$ cat config.mk
export PLATFORM = sky130hd
export DESIGN_NAME = avalon_semaphore_bank
export DESIGN_NICKNAME = d
export VERILOG_FILES = /design/src/rtl/avalon_semaphore_bank_pkg.sv /design/src/rtl/avalon_semaphore_bank_sem_counter.sv /design/src/rtl/avalon_semaphore_bank.sv
export SDC_FILE = /design/constraint.sdc
export NUM_CORES = 1
export LEC_CHECK = 0
export CORE_AREA = 2 2 128 143
export CTS_CLUSTER_DIAMETER = 60
export DETAILED_ROUTE_END_ITERATION = 6
export DIE_AREA = 0 0 130 145
export PLACE_DENSITY = 0.87
export SYNTH_ARGS = -nofsm -noshare
export SYNTH_HDL_FRONTEND = slang
export SYNTH_SLANG_ARGS = --single-unit
$ cat constraint.sdc
create_clock -name clk -period 3.7 [get_ports clk]
set_clock_uncertainty 0.15 [all_clocks]
set_input_delay 0.925 -clock clk [delete_from_list [all_inputs] [get_ports clk]]
set_output_delay 0.925 -clock clk [all_outputs]
set_load 0.02 [all_outputs]
$ cat src/rtl/avalon_semaphore_bank_pkg.sv
// avalon_semaphore_bank_pkg: register map, flag layout and helpers
// shared by the semaphore bank top and its testbench-facing logic
package avalon_semaphore_bank_pkg;

    localparam int MAX_SEM = 8;

    localparam logic [3:0] SEM_BASE    = 4'h0;
    localparam logic [3:0] ADDR_INIT   = 4'h8;
    localparam logic [3:0] ADDR_FLAGS  = 4'h9;
    localparam logic [3:0] ADDR_IRQ_EN = 4'hA;

    localparam int OVF_LSB      = 0;
    localparam int FAIL_LSB     = 8;
    localparam int INIT_IDX_LSB = 16;

    // Clamp a count to one seven-segment digit.
    function automatic logic [3:0] sat_nib(input logic [15:0] v);
        return (v > 16'd15) ? 4'hF : v[3:0];
    endfunction

endpackage

$ cat src/rtl/avalon_semaphore_bank_sem_counter.sv
// sem_counter: saturating up/down counter with parallel load
// load has priority; inc holds at max, dec holds at zero
module sem_counter #(
    parameter int CNT_W = 8
) (
    input  logic             clk,
    input  logic             reset_n,
    input  logic             inc,
    input  logic             dec,
    input  logic             load,
    input  logic [CNT_W-1:0] load_val,
    output logic [CNT_W-1:0] count,
    output logic             zero,
    output logic             at_max
);

    assign zero   = (count == '0);
    assign at_max = &count;

    // Count register: load, then saturating V, then saturating P.
    always_ff @(posedge clk) begin
        if (!reset_n) begin
            count <= '0;
        end else if (load) begin
            count <= load_val;
        end else if (inc && !at_max) begin
            count <= count + 1'b1;
        end else if (dec && !zero) begin
            count <= count - 1'b1;
        end
    end

endmodule

$ cat src/rtl/avalon_semaphore_bank.sv
// avalon_semaphore_bank: Avalon-MM bank of counting semaphores
// read = try-P, write = V; sticky flags, irq and a HEX export
module avalon_semaphore_bank
    import avalon_semaphore_bank_pkg::*;
#(
    parameter int NUM_SEM = 8,
    parameter int CNT_W   = 8
) (
    input  logic        clk,
    input  logic        reset_n,
    input  logic [3:0]  avs_address,
    input  logic        avs_read,
    input  logic        avs_write,
    input  logic [31:0] avs_writedata,
    output logic [31:0] avs_readdata,
    output logic        avs_readdatavalid,
    output logic        irq,
    output logic [31:0] coe_export
);

    logic               wr;
    logic               rd;
    logic               sem_hit;
    logic [2:0]         sidx;
    logic [2:0]         init_idx;
    logic               init_wr;
    logic               flags_wr;
    logic               irq_en_wr;
    logic [MAX_SEM-1:0] sel;
    logic [MAX_SEM-1:0] zero;
    logic [MAX_SEM-1:0] at_max;
    logic [MAX_SEM-1:0] nz_mask;
    logic [MAX_SEM-1:0] ovf_set;
    logic [MAX_SEM-1:0] fail_set;
    logic [MAX_SEM-1:0] ovf_clr;
    logic [MAX_SEM-1:0] fail_clr;
    logic [MAX_SEM-1:0] ovf;
    logic [MAX_SEM-1:0] fail;
    logic [15:0]        irq_en;
    logic [CNT_W-1:0]   cnt [MAX_SEM];
    logic [31:0]        rdata;
    logic [31:0]        export_next;
    logic               rdv_q;
    logic               unused_wdata;

    // A write in the same cycle as a read wins; the read is dropped.
    assign wr   = avs_write;
    assign rd   = avs_read & ~avs_write;
    assign sidx = avs_address[2:0];

    assign sem_hit = ((avs_address & 4'h8) == SEM_BASE)
                  && (int'(sidx) < NUM_SEM);

    assign sel = sem_hit ? (MAX_SEM'(1) << sidx) : '0;

    assign init_wr   = wr && (avs_address == ADDR_INIT);
    assign flags_wr  = wr && (avs_address == ADDR_FLAGS);
    assign irq_en_wr = wr && (avs_address == ADDR_IRQ_EN);
    assign init_idx  = avs_writedata[INIT_IDX_LSB +: 3];

    assign ovf_set  = sel & at_max & {MAX_SEM{wr}};
    assign fail_set = sel & zero & {MAX_SEM{rd}};
    assign ovf_clr  = flags_wr ? avs_writedata[OVF_LSB +: MAX_SEM] : '0;
    assign fail_clr = flags_wr ? avs_writedata[FAIL_LSB +: MAX_SEM] : '0;

    assign nz_mask      = ~zero;
    assign unused_wdata = ^avs_writedata[31:19];

    for (genvar i = 0; i < MAX_SEM; i++) begin : g_sem
        if (i < NUM_SEM) begin : g_on
            sem_counter #(
                .CNT_W(CNT_W)
            ) u_cnt (
                .clk     (clk),
                .reset_n (reset_n),
                .inc     (wr && sel[i]),
                .dec     (rd && sel[i]),
                .load    (init_wr && (init_idx == 3'(i))),
                .load_val(avs_writedata[CNT_W-1:0]),
                .count   (cnt[i]),
                .zero    (zero[i]),
                .at_max  (at_max[i])
            );
        end else begin : g_off
            assign cnt[i]    = '0;
            assign zero[i]   = 1'b1;
            assign at_max[i] = 1'b0;
        end
    end

    // Read mux: P result for semaphores, status for control regs.
    always_comb begin
        rdata = '0;
        unique case (1'b1)
            sem_hit:
                rdata = zero[sidx] ? '0
                      : (32'h8000_0000 | 32'(cnt[sidx]));
            (avs_address == ADDR_INIT):
                rdata = {24'b0, nz_mask};
            (avs_address == ADDR_FLAGS):
                rdata = {16'b0, fail, ovf};
            (avs_address == ADDR_IRQ_EN):
                rdata = {16'b0, irq_en};
            default:
                rdata = '0;
        endcase
    end

    // One clamped nibble per HEX digit.
    always_comb begin
        export_next = '0;
        for (int i = 0; i < MAX_SEM; i++) begin
            export_next[4*i +: 4] = sat_nib(16'(cnt[i]));
        end
    end

    // Read response pipeline, fixed latency of one cycle.
    always_ff @(posedge clk) begin
        if (!reset_n) begin
            rdv_q        <= 1'b0;
            avs_readdata <= '0;
        end else begin
            rdv_q <= rd;
            if (rd) begin
                avs_readdata <= rdata;
            end
        end
    end

    // A response still in flight when reset arrives is suppressed.
    assign avs_readdatavalid = rdv_q & reset_n;

    // Sticky flags (set beats W1C), irq enable, irq and export.
    always_ff @(posedge clk) begin
        if (!reset_n) begin
            ovf        <= '0;
            fail       <= '0;
            irq_en     <= '0;
            irq        <= 1'b0;
            coe_export <= '0;
        end else begin
            ovf  <= (ovf & ~ovf_clr) | ovf_set;
            fail <= (fail & ~fail_clr) | fail_set;
            if (irq_en_wr) begin
                irq_en <= avs_writedata[15:0];
            end
            irq        <= |({fail, ovf} & irq_en);
            coe_export <= export_next;
        end
    end

endmodule
==> results.md <==
* FF+latch count, synth at roughly 150
* Dpl hpwl at 22220 um
* CTS Buf Count at 17
* FMAX at between 200 and 300 MHz
* Largest family of logic cells by synthesized area: compound AO/OA/AOI/OAI gates
* CTS Buffer Depth at 2
* Row Count at around 50
* Cell Chain, Critical Path: clkdlybuf4s50_1 > buf_4 > nor3b_2 > buf_4 > o211ai_1 > buf_4 > ha_1 > nand3_1 > o211ai_1 > o41ai_1 > buf_4 > xnor2_1 > o2bb2ai_1
* Slew HR at 0.3978
* Worst Path Required at 3.88 ns
* Resize count post-CTS at 0
* Sequential share of the synthesized area at 0.2957
* Synth Cell Area at around 10000 um^2
* Initial Util at 0.5712
* Maximum VDD drop at 0.3331 mV
* Pin count of the biggest net entering global routing at between 150 and 200
* Synth warn at 0
* Min-delay worst type: reg -> reg
* Initial antenna violation count at 0
* Drt pass-1 iters at 7
* Max-Cap Viols at 0
* WS Path Type: in -> reg
* Complex-gate fraction of the synthesized area at 0.2559
* XOR/XNOR Fraction of Synth Area at 0.04225
* Post-Synthesis Cells at around 1100
* Worst-Skew Late Latency at between 0.4 and 0.5 ns
* Share of layout cells above drive strength 1 at 0.1603
* # IOs at 106
* Ys flop type: dfxtp_1
* Fin crit period at about 3.5 ns
* Die area at about 19000 um^2
* Post-CTS setup buffer count at 0
* Routed WL at 30830 um
* Root buf cell: clkbuf_16
* Total gr overflow at 0
* Worst slew pin tran at 0.9005 ns
* Largest stage delay on the critical path at 0.47 ns
* Post-Route Setup TNS at 0 ns
* Die H at between 100 and 150 um
* Clock-pin slew on the worst setup and hold paths at about 0.060 ns
* Number of global-route vias before repair at around 9300
* Syn Area/Cell at between 8 and 9 um^2
* Antenna cells at 0
* Layout area overhead at 22.27%
* Final Max Tran Viols at 0
* Gpl congestion at ~1.1
* CTS sink count at 147
* Pwr dens at 354.6 nW/um^2
* Worst-path maximum fanout at 4
* Via count at between 9000 and 10000
* Filler cells at between 1000 and 1500
* Avg WL per Cell at slightly above 20 um
* Final Core Density at 0.6984
* Chip width at approximately 130 um
* Residual DRC count at 0
* CTS tree: done
* Startpoint types: primary input
* Most frequent CP cell: buf_4
* CP max-delay cell: clkdlybuf4s50_1
* Worst Reg-to-Reg Cells at 9
* Buffers on Ports at 77
* Depth of the CTS H-tree at 4
* Worst EP arrival at between 3 and 4 ns
* Post-Synth Simple-Gate Area at 0.2080
* Setup repair after global routing missed its margin: false
* Adder-Cell Fraction of Synth Area at 0.08651
* Tot GR Track Use at 0.3286
* Leakage power at about 0.0046 uW
* Hold path cells at 2
* Netlist cell types at just over 80
* Nets at roughly 1400
* Post-synth EDFFs at 0
* Drt first-iter violations at about 1200
* Routed Antenna Nets at 0
* First-pass GRT wire length at ~49000 um
* Asr flop ratio synth at 0
* Setup-failing EPs final at 0
* Crit end category: flop
* Post-synthesis mux area share at 0.05168
* Period utilisation layout at 0.9446
* Hold Buf Count CTS at 0
* Placed cell areas at 11560 um^2
* Design area at 12170 um^2
* Vias/cell at between 6 and 7
* Total core area at around 17000 um^2
* Final hold vios at 0
* Status: finished clean
[metal layers]
metal / GRT usage / vias to the layer above / wire [um]
met2: 0.5325 / 562 / 14710
met3: 0.05420 / 118 / 2876
met5: 0 / - / 0
met4: 0.1559 / 0 / 1471
li1: - / 4454 / -
met1: 0.4230 / 4616 / 11770
[Yosys cell counts (14+ instances only)]
master | number | area (um^2)
a21oi_1 | 31 | 155.2
o31ai_1 | 19 | 142.6
xor2_1 | 25 | 219.0
buf_2 | 18 | 90.09
xnor2_1 | 23 | 201.4
nor4_1 | 17 | 106.4
mux2i_1 | 15 | 150.1
nand3_1 | 57 | 285.3
nand4_1 | 19 | 118.9
buf_4 | 17 | 127.6
nor2_1 | 31 | 116.4
a21boi_0 | 14 | 105.1
o211ai_1 | 23 | 172.7
nor2b_1 | 29 | 181.4
a22oi_1 | 55 | 412.9
a21boi_1 | 41 | 307.8
or4_1 | 19 | 142.6
o21ai_0 | 20 | 100.1
dfxtp_1 | 147 | 2943
inv_1 | 46 | 172.7
mux4_2 | 15 | 337.8
ha_1 | 56 | 700.7
nand2_1 | 119 | 446.7
clkbuf_1 | 31 | 116.4
o21a_1 | 33 | 247.7
[cells by family after synthesis]
group | after synthesis
other | 1
buffers and inverters | 127
flip-flops | 147
adder cells (fa/ha/maj) | 64
AO/OA/AOI/OAI | 331
AND/OR/NAND/NOR | 368
XOR/XNOR | 48
multiplexers | 31
[flip-flops by register name (all words and copies together), names as in the netlist]
| signal | cells |
|---|---|
| coe_export | 32 |
| irq_en | 16 |
| ovf | 8 |
| fail | 8 |
| rdv_q | 1 |
| irq | 1 |
| g_sem.g_on.u_cnt.count | 64 |
| avs_readdata | 17 |
[report_power, final]
part / internal, uW / total [uW] / switching (uW)
Combinational: 359 / 812 / 453
Sequential: 1630 / 1690 / 54.2
Clock: 1090 / 1810 / 720
[per-stage QoR]
stage | std cells | total power (uW) | setup slack (ns) | hold WS (ns)
2_1_floorplan | 1131 | 2239 | 0.2132 | 0.2974
3_5_place_dp | 1487 | 2513 | -0.1818 | 0.3102
4_1_cts | 1517 | 4296 | 0.2547 | 0.3284
5_1_grt | 1517 | 4434 | 0.02352 | 0.3571
6_report | 1517 | 4314 | 0.2050 | 0.3290
3_3_place_gp | 1487 | 2493 | -0.1176 | 0.3033
[final timing paths]
| kind | startpoint | end | slack [ns] |
|---|---|---|---|
| setup reg to reg | g_sem[6].g_on.u_cnt.count[0]$_SDFFE_PN0P_ | g_sem[6].g_on.u_cnt.count[7]$_SDFFE_PN0P_ | 0.68 |
| hold reg to reg | irq_en[14]$_SDFFE_PN0P_ | irq_en[14]$_SDFFE_PN0P_ | 0.33 |
| hold / removal | irq_en[14]$_SDFFE_PN0P_ | irq_en[14]$_SDFFE_PN0P_ | 0.33 |
| setup / recovery | avs_address[3] | g_sem[0].g_on.u_cnt.count[7]$_SDFFE_PN0P_ | 0.21 |
[cell usage in the layout (no fill, tap or decap), types with 19 or more instances in the layout]
master / netlist / routed
o21ai_0: 20 / 20
ha_1: 56 / 56
nand3_1: 57 / 57
dfxtp_1: 147 / 147
a22oi_1: 55 / 55
clkdlybuf4s50_1: 0 / 75
nor2_1: 31 / 31
nor2b_1: 29 / 29
xor2_1: 25 / 25
o21a_1: 33 / 33
a21oi_1: 31 / 31
buf_4: 17 / 119
or4_1: 19 / 19
a21boi_1: 41 / 41
xnor2_1: 23 / 23
o31ai_1: 19 / 19
nand4_1: 19 / 19
o211ai_1: 23 / 23
nand2_1: 119 / 119
inv_1: 46 / 46
[final cells by class]
class	count	area, um^2	share of cell area
Inverter	49	183.9	0.01512
Sequential cell	147	2943	0.2419
Multi-Input combinational cell	857	6467	0.5316
Tap cell	238	297.8	0.02448
Timing Repair Buffer	196	1669	0.1372
Clock inverter	11	152.6	0.01255
Clock buffer	19	452.9	0.03723
[worst max-delay path: cells and delay by family]
| kind | cells | cell delay, ns |
|---|---|---|
| buf+inv | 5 | 1.25 |
| compound gates | 4 | 0.81 |
| fa+ha+maj | 1 | 0.32 |
| simple gates | 2 | 0.25 |
| xor+xnor | 1 | 0.11 |
No activity file was read; power rests on OpenSTA's default activity.
